[config.mk]
export PLATFORM = sky130hd
export DESIGN_NAME = stream_demux2
export DESIGN_NICKNAME = d
export VERILOG_FILES = /design/src/rtl/stream_demux2.sv
export SDC_FILE = /design/constraint.sdc
export NUM_CORES = 1
export LEC_CHECK = 0
export BUFFER_PORTS_ARGS = -buffer_cell sky130_fd_sc_hd__buf_2
export CORE_MARGIN = 3
export CORE_UTILIZATION = 54
export CTS_BUF_LIST = sky130_fd_sc_hd__clkbuf_8 sky130_fd_sc_hd__clkbuf_16
export CTS_CLUSTER_DIAMETER = 40
export DETAILED_ROUTE_END_ITERATION = 10
export GPL_ROUTABILITY_DRIVEN = 0
export PLACE_DENSITY = 0.87
export SYNTH_ARGS = -nofsm -noshare
export SYNTH_HDL_FRONTEND = slang
export SYNTH_SLANG_ARGS = --single-unit
[constraint.sdc]
create_clock -name clk_i -period 2.2 [get_ports clk_i]
set_input_delay 0.33 -clock clk_i [delete_from_list [all_inputs] [get_ports clk_i]]
set_output_delay 0.33 -clock clk_i [all_outputs]
set_load 0.005 [all_outputs]
[src/rtl/stream_demux2.sv]
// ----------------------------------------------------------------------------
// stream_demux2
//
// Purpose:
//   Steers a single valid/ready input stream onto one of two output streams
//   (A or B). The destination of each word is either chosen explicitly by
//   select_i, or alternates A, B, A, B ... when mode_i is set. Each output
//   has its own 2-entry elastic buffer, so a stalled consumer only stalls the
//   input while it is the selected destination.
//
// Ports:
//   clk_i     - clock, all state updates on the rising edge
//   rst_i     - asynchronous active-high reset, clears all buffered state
//   data_i    - input word
//   valid_i   - input word present
//   select_i  - destination when mode_i=0 (0 = A, 1 = B)
//   mode_i    - 0 = explicit select, 1 = alternating A/B
//   ready_o   - input word is accepted this cycle if valid_i=1
//   dataA_o   - head word of buffer A
//   validA_o  - buffer A non-empty
//   readyA_i  - consumer A takes the head word this cycle
//   dataB_o   - head word of buffer B
//   validB_o  - buffer B non-empty
//   readyB_i  - consumer B takes the head word this cycle
//   countA_o  - occupancy of buffer A (0..2)
//   countB_o  - occupancy of buffer B (0..2)
// ----------------------------------------------------------------------------

// ----------------------------------------------------------------------------
// stream_demux2_buf
//
// Purpose:
//   Two-entry FIFO used as the per-output elastic buffer. The head word comes
//   straight from registered storage, so there is never a combinational path
//   from the write side to the read side.
//
// Ports:
//   clk       - clock
//   rst       - asynchronous active-high reset
//   push      - write push_data this cycle (caller guarantees not full)
//   push_data - word to write
//   take      - consumer takes the head word this cycle (ignored when empty)
//   head      - word at the read pointer
//   valid     - buffer non-empty
//   count     - occupancy (0..2)
// ----------------------------------------------------------------------------
module stream_demux2_buf #(
    parameter int WIDTH = 8
) (
    input  logic             clk,
    input  logic             rst,
    input  logic             push,
    input  logic [WIDTH-1:0] push_data,
    input  logic             take,
    output logic [WIDTH-1:0] head,
    output logic             valid,
    output logic [1:0]       count
);

    logic [WIDTH-1:0] slot_q [0:1];
    logic             wr_ptr_q;
    logic             rd_ptr_q;
    logic [1:0]       count_q;
    logic [1:0]       count_next;
    logic             pop;

    // A take request on an empty buffer must not underflow, so the pop is
    // qualified by the buffer actually holding a word.
    assign valid = (count_q != 2'd0);
    assign pop   = valid && take;
    assign head  = slot_q[rd_ptr_q];
    assign count = count_q;

    // Occupancy moves by push minus pop; a simultaneous push and pop leaves
    // it unchanged.
    always_comb begin
        count_next = count_q;
        unique case ({push, pop})
            2'b10:   count_next = count_q + 2'd1;
            2'b01:   count_next = count_q - 2'd1;
            default: count_next = count_q;
        endcase
    end

    // Storage, pointers and count. Slots are cleared on reset so the head
    // word reads as zero straight after reset. The 1-bit pointers simply
    // toggle and therefore wrap from 1 back to 0 on their own.
    always_ff @(posedge clk or posedge rst) begin
        if (rst) begin
            for (int i = 0; i < 2; i++) begin
                slot_q[i] <= '0;
            end
            wr_ptr_q <= 1'b0;
            rd_ptr_q <= 1'b0;
            count_q  <= 2'd0;
        end else begin
            if (push) begin
                slot_q[wr_ptr_q] <= push_data;
                wr_ptr_q         <= ~wr_ptr_q;
            end
            if (pop) begin
                rd_ptr_q <= ~rd_ptr_q;
            end
            count_q <= count_next;
        end
    end

endmodule

module stream_demux2 #(
    parameter int WIDTH = 8
) (
    input  logic             clk_i,
    input  logic             rst_i,
    input  logic [WIDTH-1:0] data_i,
    input  logic             valid_i,
    input  logic             select_i,
    input  logic             mode_i,
    output logic             ready_o,
    output logic [WIDTH-1:0] dataA_o,
    output logic             validA_o,
    input  logic             readyA_i,
    output logic [WIDTH-1:0] dataB_o,
    output logic             validB_o,
    input  logic             readyB_i,
    output logic [1:0]       countA_o,
    output logic [1:0]       countB_o
);

    typedef enum logic {
        TGT_A = 1'b0,
        TGT_B = 1'b1
    } target_e;

    target_e    rr_q;
    target_e    tgt;
    logic [1:0] tgt_count;
    logic       accept;
    logic       push_a;
    logic       push_b;

    // Destination of the current word: the round-robin pointer in
    // alternating mode, otherwise the explicit select.
    always_comb begin
        tgt = TGT_A;
        if (mode_i) begin
            tgt = rr_q;
        end else begin
            tgt = target_e'(select_i);
        end
    end

    // Readiness looks only at the selected buffer and never at valid_i. A
    // full buffer blocks the input even if its consumer pops this cycle,
    // which keeps ready_o free of any path from readyA_i/readyB_i.
    always_comb begin
        tgt_count = countA_o;
        if (tgt == TGT_B) begin
            tgt_count = countB_o;
        end
        ready_o = !rst_i && (tgt_count != 2'd2);
    end

    assign accept = valid_i && ready_o;
    assign push_a = accept && (tgt == TGT_A);
    assign push_b = accept && (tgt == TGT_B);

    // The alternation pointer only advances on words actually accepted in
    // alternating mode. Words routed explicitly leave it alone, so switching
    // back to alternating mode resumes where it left off.
    always_ff @(posedge clk_i or posedge rst_i) begin
        if (rst_i) begin
            rr_q <= TGT_A;
        end else if (accept && mode_i) begin
            rr_q <= (rr_q == TGT_A) ? TGT_B : TGT_A;
        end
    end

    stream_demux2_buf #(
        .WIDTH (WIDTH)
    ) u_buf_a (
        .clk       (clk_i),
        .rst       (rst_i),
        .push      (push_a),
        .push_data (data_i),
        .take      (readyA_i),
        .head      (dataA_o),
        .valid     (validA_o),
        .count     (countA_o)
    );

    stream_demux2_buf #(
        .WIDTH (WIDTH)
    ) u_buf_b (
        .clk       (clk_i),
        .rst       (rst_i),
        .push      (push_b),
        .push_data (data_i),
        .take      (readyB_i),
        .head      (dataB_o),
        .valid     (validB_o),
        .count     (countB_o)
    );

endmodule

Word-level counts from Yosys, hierarchy flattened
Index checks and enable logic that the tools add are counted.
{"block": "op_classes", "magnitude_cmp": 6, "add_sub_neg": 4, "bitwise": 9, "muxes": 17, "n_eq_ne": 5, "n_reduce_logical": 14}
{"operator": "8-bit two-way mux", "n": 8}
{"operator": "16-bit bitwise mux", "n": 2}
{"operator": "8-bit demux with 1-bit select", "n": 2}
{"operator": "1-bit logical AND", "n": 9}
{"operator": "2-bit greater-or-equal comparator (second input constant)", "n": 4}
{"operator": "1-bit inverter with 2-bit output", "n": 4}
{"operator": "2-bit case mux with 2 select lines", "n": 2}
{"operator": "2-bit nonzero test", "n": 4}
{"operator": "1-bit inverter", "n": 5}
{"operator": "2-bit by 1-bit adder with 2-bit output (second input constant)", "n": 2}
{"operator": "2-bit by 1-bit == test with 1-bit output (second input constant)", "n": 2}
{"operator": "2-bit == test (second input constant)", "n": 2}
{"operator": "2-bit by 1-bit less-than comparator with 1-bit output (second input constant)", "n": 2}
{"operator": "2-bit by 1-bit subtractor with 2-bit output (second input constant)", "n": 2}
{"operator": "1-bit two-way mux", "n": 2}
{"operator": "2-bit two-way mux", "n": 1}
{"operator": "2-bit inequality test (second input constant)", "n": 1}
{"operator": "1-bit zero test", "n": 1}
{"block": "word_totals", "output_inout_bits": 23, "regBits": 41, "elab_cells": 66}

Depth between registers and ports, before layout
{"block": "logic_depth", "ltp_word": 8, "depth_mapped": 7, "ltp_nobuf": 6}

Modules after synthesis
Synthesis repeated with hierarchy kept, for this count alone.
{"block": "unflattened", "hier_cells": 130, "area_unflattened_um2": 1931.9}
{"mod": "stream_demux2_buf", "cells_per_inst": 59, "seq_area_each_um2": 500.5, "area_per_inst_um2": 912.1, "instances": 2}
{"mod": "stream_demux2", "cells_per_inst": 12, "seq_area_each_um2": 25.0, "area_per_inst_um2": 107.6, "instances": 1}

Least setup slack after synthesis
No wires, ideal clock.
{"block": "synth_timing", "kind": "register to register", "startpoint": "register u_buf_a.count_q[0] (netlist: u_buf_a.count[0])", "endpoint": "register u_buf_a.count_q[1] (netlist: u_buf_a.count[1])", "slack_ps": 622, "t_required_ps": 2121, "path_stages_with_launch": 6, "synth_period_minus_slack_ps": 1578, "t_arrival_ps": 1498, "cell_sequence": "dfrtp_1 -> or2_2 -> and2_1 -> ha_1 -> nor2_1 -> xor2_1"}
{"block": "synth_via", "word_cells_on_any_way": 13, "classes_between": "add/sub: 2; eq/ne: 3; mux: 2; reduce/logical: 6"}
{"item": "start: declaration", "line": "63", "text": "logic [1:0] count_q;"}
{"item": "start signal: assignment", "line": "104", "text": "count_q <= count_next;"}
{"item": "2-bit nonzero test (*)", "line": "69", "text": "assign valid = (count_q != 2'd0);"}
{"item": "named net validA_o", "line": "121", "text": "output logic validA_o,"}
{"item": "1-bit logical AND (*)", "line": "70", "text": "assign pop = valid && take;"}
{"item": "named net u_buf_a.pop", "line": "65", "text": "logic pop;"}
{"item": "2-bit by 1-bit == test with 1-bit output or 2-bit == test (tied branches)", "line": "78", "text": "unique case ({push, pop})"}
{"item": "2-bit case mux with 2 select lines or 2-bit nonzero test (tied branches)"}
The timed path passes the listed nets; every way through them passes the cells marked *.
A chain may end at the register's enable or synchronous reset.

Worst setup path after layout
{"block": "layout_timing", "startpoint": "register rr_q", "endpoint": "output ready_o"}
{"block": "layout_via", "elab_chain_cells": 4}
{"item": "start: declaration", "line": "135", "text": "target_e rr_q;"}
{"item": "start signal: assignment", "line": "175", "text": "rr_q <= (rr_q == TGT_A) ? TGT_B : TGT_A;"}
{"item": "1-bit two-way mux", "line": "146", "text": "if (mode_i) begin"}
{"item": "2-bit two-way mux", "line": "158", "text": "if (tgt == TGT_B) begin"}
{"item": "2-bit inequality test", "line": "161", "text": "ready_o = !rst_i && (tgt_count != 2'd2);"}
{"item": "1-bit logical AND", "line": "161"}
{"item": "end: declaration", "line": "119", "text": "output logic ready_o,"}
Every way passes these cells.

==> qor_table.md <==
| Quantity | This run | Unit |
|---|---|---|
| Maximum vdd ir drop | 0.0007846 | V |
| Root buffer cell | sky130_fd_sc_hd__clkbuf_8 | - |
| Switching power | 1.044 | mW |
| Final setup violation count | 0 | - |
| CP peak stage delay | 0.42 | ns |
| Number of nets in the synthesized netlist | 145 | - |
| Detailed-route vias per instance | 5.409 | - |
| Std-Cell Core Area | 3203 | µm² |
| Leading post-synthesis cells by cell area | sky130_fd_sc_hd__dfrtp_1 54%, sky130_fd_sc_hd__mux2_2 29%, sky130_fd_sc_hd__xnor2_1 2.8% | - |
| Clk Latency, worst-skew pair | 0.29 | ns |
| Fin area | 2220 | µm² |
| Commonest cells after routing, fill and taps aside | 49 x sky130_fd_sc_hd__mux2_2, 41 x sky130_fd_sc_hd__dfrtp_1, 37 x sky130_fd_sc_hd__buf_2, 6 x sky130_fd_sc_hd__xnor2_1, 6 x sky130_fd_sc_hd__clkbuf_8 | - |
| Post-Route Hold Slack | 0.1910 | ns |
| Yosys warnings | 0 | - |
| Gate count of the mapped netlist | 128 | - |
| Post-route DRC violation count | 0 | - |
| Antenna diodes | 0 | - |
| Clk_skew | 0.007914 | ns |
| Setup Buffers After CTS | 0 | - |
| Category of the critical setup timing path | reg -> out | - |
| Post-synthesis instance area | 1889 | µm² |
| Number of gates resized after cts | 0 | - |
| Area Growth Syn to Fin | 17.48 | % |
| Number of I/O port buffers | 37 | - |
| TritonCTS clock tree | yes | - |
| Final Net Count | 188 | - |
| Sum of negative setup slack | 0 | ns |
| Number of register bits inferred by synthesis | 41 | - |
| I/O pins | 38 | - |
| Dominant synthesized flop cell | sky130_fd_sc_hd__dfrtp_1 | - |
| Routed vias | 1,163 | - |
| Combined flip-flop and latch cell area | 1026 | µm² |
| Final-report max-slew violation count | 0 | - |
| Initial DRC Count | 39 | - |
| Portion of the post-synthesis area used by sequential elements | 54.30 | % |
| Slew Limit Headroom | 59.88 | % |
| Maximum fanout count along the critical path | 5 | - |
| Hold-fix buffer count after cts | 0 | - |
| Number of distinct library cells after synthesis | 20 | - |
| Total number of clock tree sinks | 41 | - |
| Period utilisation layout | 82.91 | % |
| Filler Cell Count | 252 | - |
| CP Capture Type | output pin | - |
| Worst Path Arrival | 1.49 | ns |
| Proportion of power drawn by combinational gates | 40.1 | % |
| Startpoint class of the critical path | flop | - |
| Largest net degree at the start of global routing | 42 | - |
| Effective utilization at floorplan | 58.98 | % |
| Floorplan die area | 4245 | µm² |
| Deepest clock path buffer count | 2 | - |
| Cell area power density | 1454 | nW/µm² |
| Maximum level of the CTS H-tree | 2 | - |
| Design Power | 3.228 | mW |
| Die Width | 65.15 | µm |
| Final Non-Filler Cells | 215 | - |
| Area of the multi-input gates | 848.3 | µm² |
| Chip height | 65.15 | µm |
| CTS Buf Count | 5 | - |
| Overall track demand over capacity in global routing | 19.53 | % |
| Std-Cell Rows | 20 | - |
| Final ANT Viol Nets | 0 | - |
| Synth area leader | sky130_fd_sc_hd__dfrtp_1 | - |
| Max-cap violations | 0 | - |
| Internal power contribution | 2.184 | mW |
| Crit-path cells | mux2i_2, nor2_1, a211oi_1, buf_2 | - |
| Part of the power in the clock network | 15.0 | % |
| Leakage | 1.018 | nW |
| Critical path data required time | 1.87 | ns |
| Net Sw Frac | 32.34 | % |
| Transition at the pin with the smallest max-transition slack | 0.5974 | ns |
| Result of the run | complete, no violations | - |
| HPWL reported at the end of detailed placement | 2669 | µm |
| Hold Crit Class | in -> async | - |
| Antenna violations before repair | 0 | - |
| WL/cell | 16.99 | µm |
| Share of power burned in registers | 44.9 | % |
| Global-route wire length before repair | 6154 | µm |
| Layout cell share with drive strength beyond 1 | 59.06 | % |
| Router iterations before antenna repair | 4 | - |
| Post-placement cell count | 208 | - |
| Total congestion overflow | 0 | - |
| Yosys top cell area share | 54.30 | % |
| Achievable frequency | 0.5483 | GHz |
| Fraction of registers with async set or reset after synthesis | 100.0 | % |
| Average cell area after synthesis | 14.76 | µm² |
| Final critical delay including setup and external delays | 1.824 | ns |
| Count of final hold-check violations | 0 | - |
| CP max-delay cell | sky130_fd_sc_hd__dfrtp_1 | - |
| Unrepaired setup endpoints after global routing | false | - |
| Post-synth EDFFs | 0 | - |
| Most frequent standard cell in the layout excluding fill and tap cells | sky130_fd_sc_hd__mux2_2 | - |
| Placed cell areas | 2133 | µm² |
| Number of global-route vias before repair | 1,246 | - |
| Post-CTS clock slew at the launch and capture registers of the worst setup and hold paths | 0.08 | ns |
| WL final | 3653 | µm |
[per-layer routing]
layer  GRT usage [%]  wire length, µm
met1           24.51             1537
met2           33.33             1868
met3           3.932              153
met4           7.513               93
met5               0                0
[worst max-delay path, delay by kind of cell, from the launching register on]
| kind | cells | cell delay (ns) |
|---|---|---|
| mux | 1 | 0.36 |
| simple gates | 1 | 0.07 |
| flops | 1 | 0.42 |
| buf+inv | 1 | 0.15 |
| compound gates | 1 | 0.20 |
[flip-flops by register name (all words and copies together), names as in the netlist]
register,flops
u_buf_a.wr_ptr_q,1
u_buf_b.wr_ptr_q,1
u_buf_b.count,2
u_buf_b.slot_q,16
u_buf_b.rd_ptr_q,1
rr_q,1
u_buf_a.count,2
u_buf_a.slot_q,16
u_buf_a.rd_ptr_q,1
[cells by family after synthesis]
family | share of synthesized area [%]
multiplexers | 29.93
flip-flops | 54.30
AND/OR/NAND/NOR | 7.814
XOR/XNOR | 4.636
buffers and inverters | 0.7945
AO/OA/AOI/OAI | 1.192
adder cells (fa/ha/maj) | 1.324
[stage by stage]
step                      util, %  setup slack [ns]
after floorplan                 -            0.6225
after global placement      66.60            0.4158
after global routing        69.30            0.2511
final                       69.30            0.3760
after CTS                   69.30            0.3758
after detailed placement    66.60            0.3489
[power by group through the flow]
stage,Combinational (mW),Sequential (mW),Clock (mW)
final,1.29,1.45,0.485
after global routing,1.42,1.50,0.530
after CTS,1.32,1.45,0.492
after detailed placement,1.30,1.47,0
after global placement,1.24,1.42,0
after floorplan,0.946,1.32,0
[final cells by class]
cell class,count,share of cell area [%]
inverter,1,0.1691
sequential,41,46.22
multi-input combinational,83,38.22
tap,44,2.480
timing repair buffer,39,9.019
clock inverter,1,0.1691
clock buffer,6,3.720
[synth_stat cells (2+ instances only)]
cell type                  number
sky130_fd_sc_hd__and2_1         2
sky130_fd_sc_hd__nor2b_1        2
sky130_fd_sc_hd__dfrtp_1       41
sky130_fd_sc_hd__xor2_1         4
sky130_fd_sc_hd__or2_2          2
sky130_fd_sc_hd__nand4_2        2
sky130_fd_sc_hd__clkbuf_1       3
sky130_fd_sc_hd__xnor2_1        6
sky130_fd_sc_hd__nand3_1        2
sky130_fd_sc_hd__nand2b_1       3
sky130_fd_sc_hd__nor2_1         3
sky130_fd_sc_hd__mux2_2        49
sky130_fd_sc_hd__ha_1           2
[final timing paths]
| kind | from | slack [ns] | cells after the start | end |
|---|---|---|---|---|
| setup / recovery | rr_q | 0.38 | 4 | ready_o |
| hold / removal | rst_i | 0.19 | 3 | u_buf_b.wr_ptr_q |
| setup reg to reg | rr_q | 0.47 | 3 | u_buf_a.slot_q[13] |
| hold reg to reg | u_buf_a.slot_q[2] | 0.50 | 1 | u_buf_a.slot_q[2] |
| max in group asynchronous | rst_i | 1.66 | 3 | u_buf_b.slot_q[13] |
| min in group clk_i | data_i[1] | 0.31 | 2 | u_buf_a.slot_q[1] |
No activity file was read; power rests on OpenSTA's default activity.
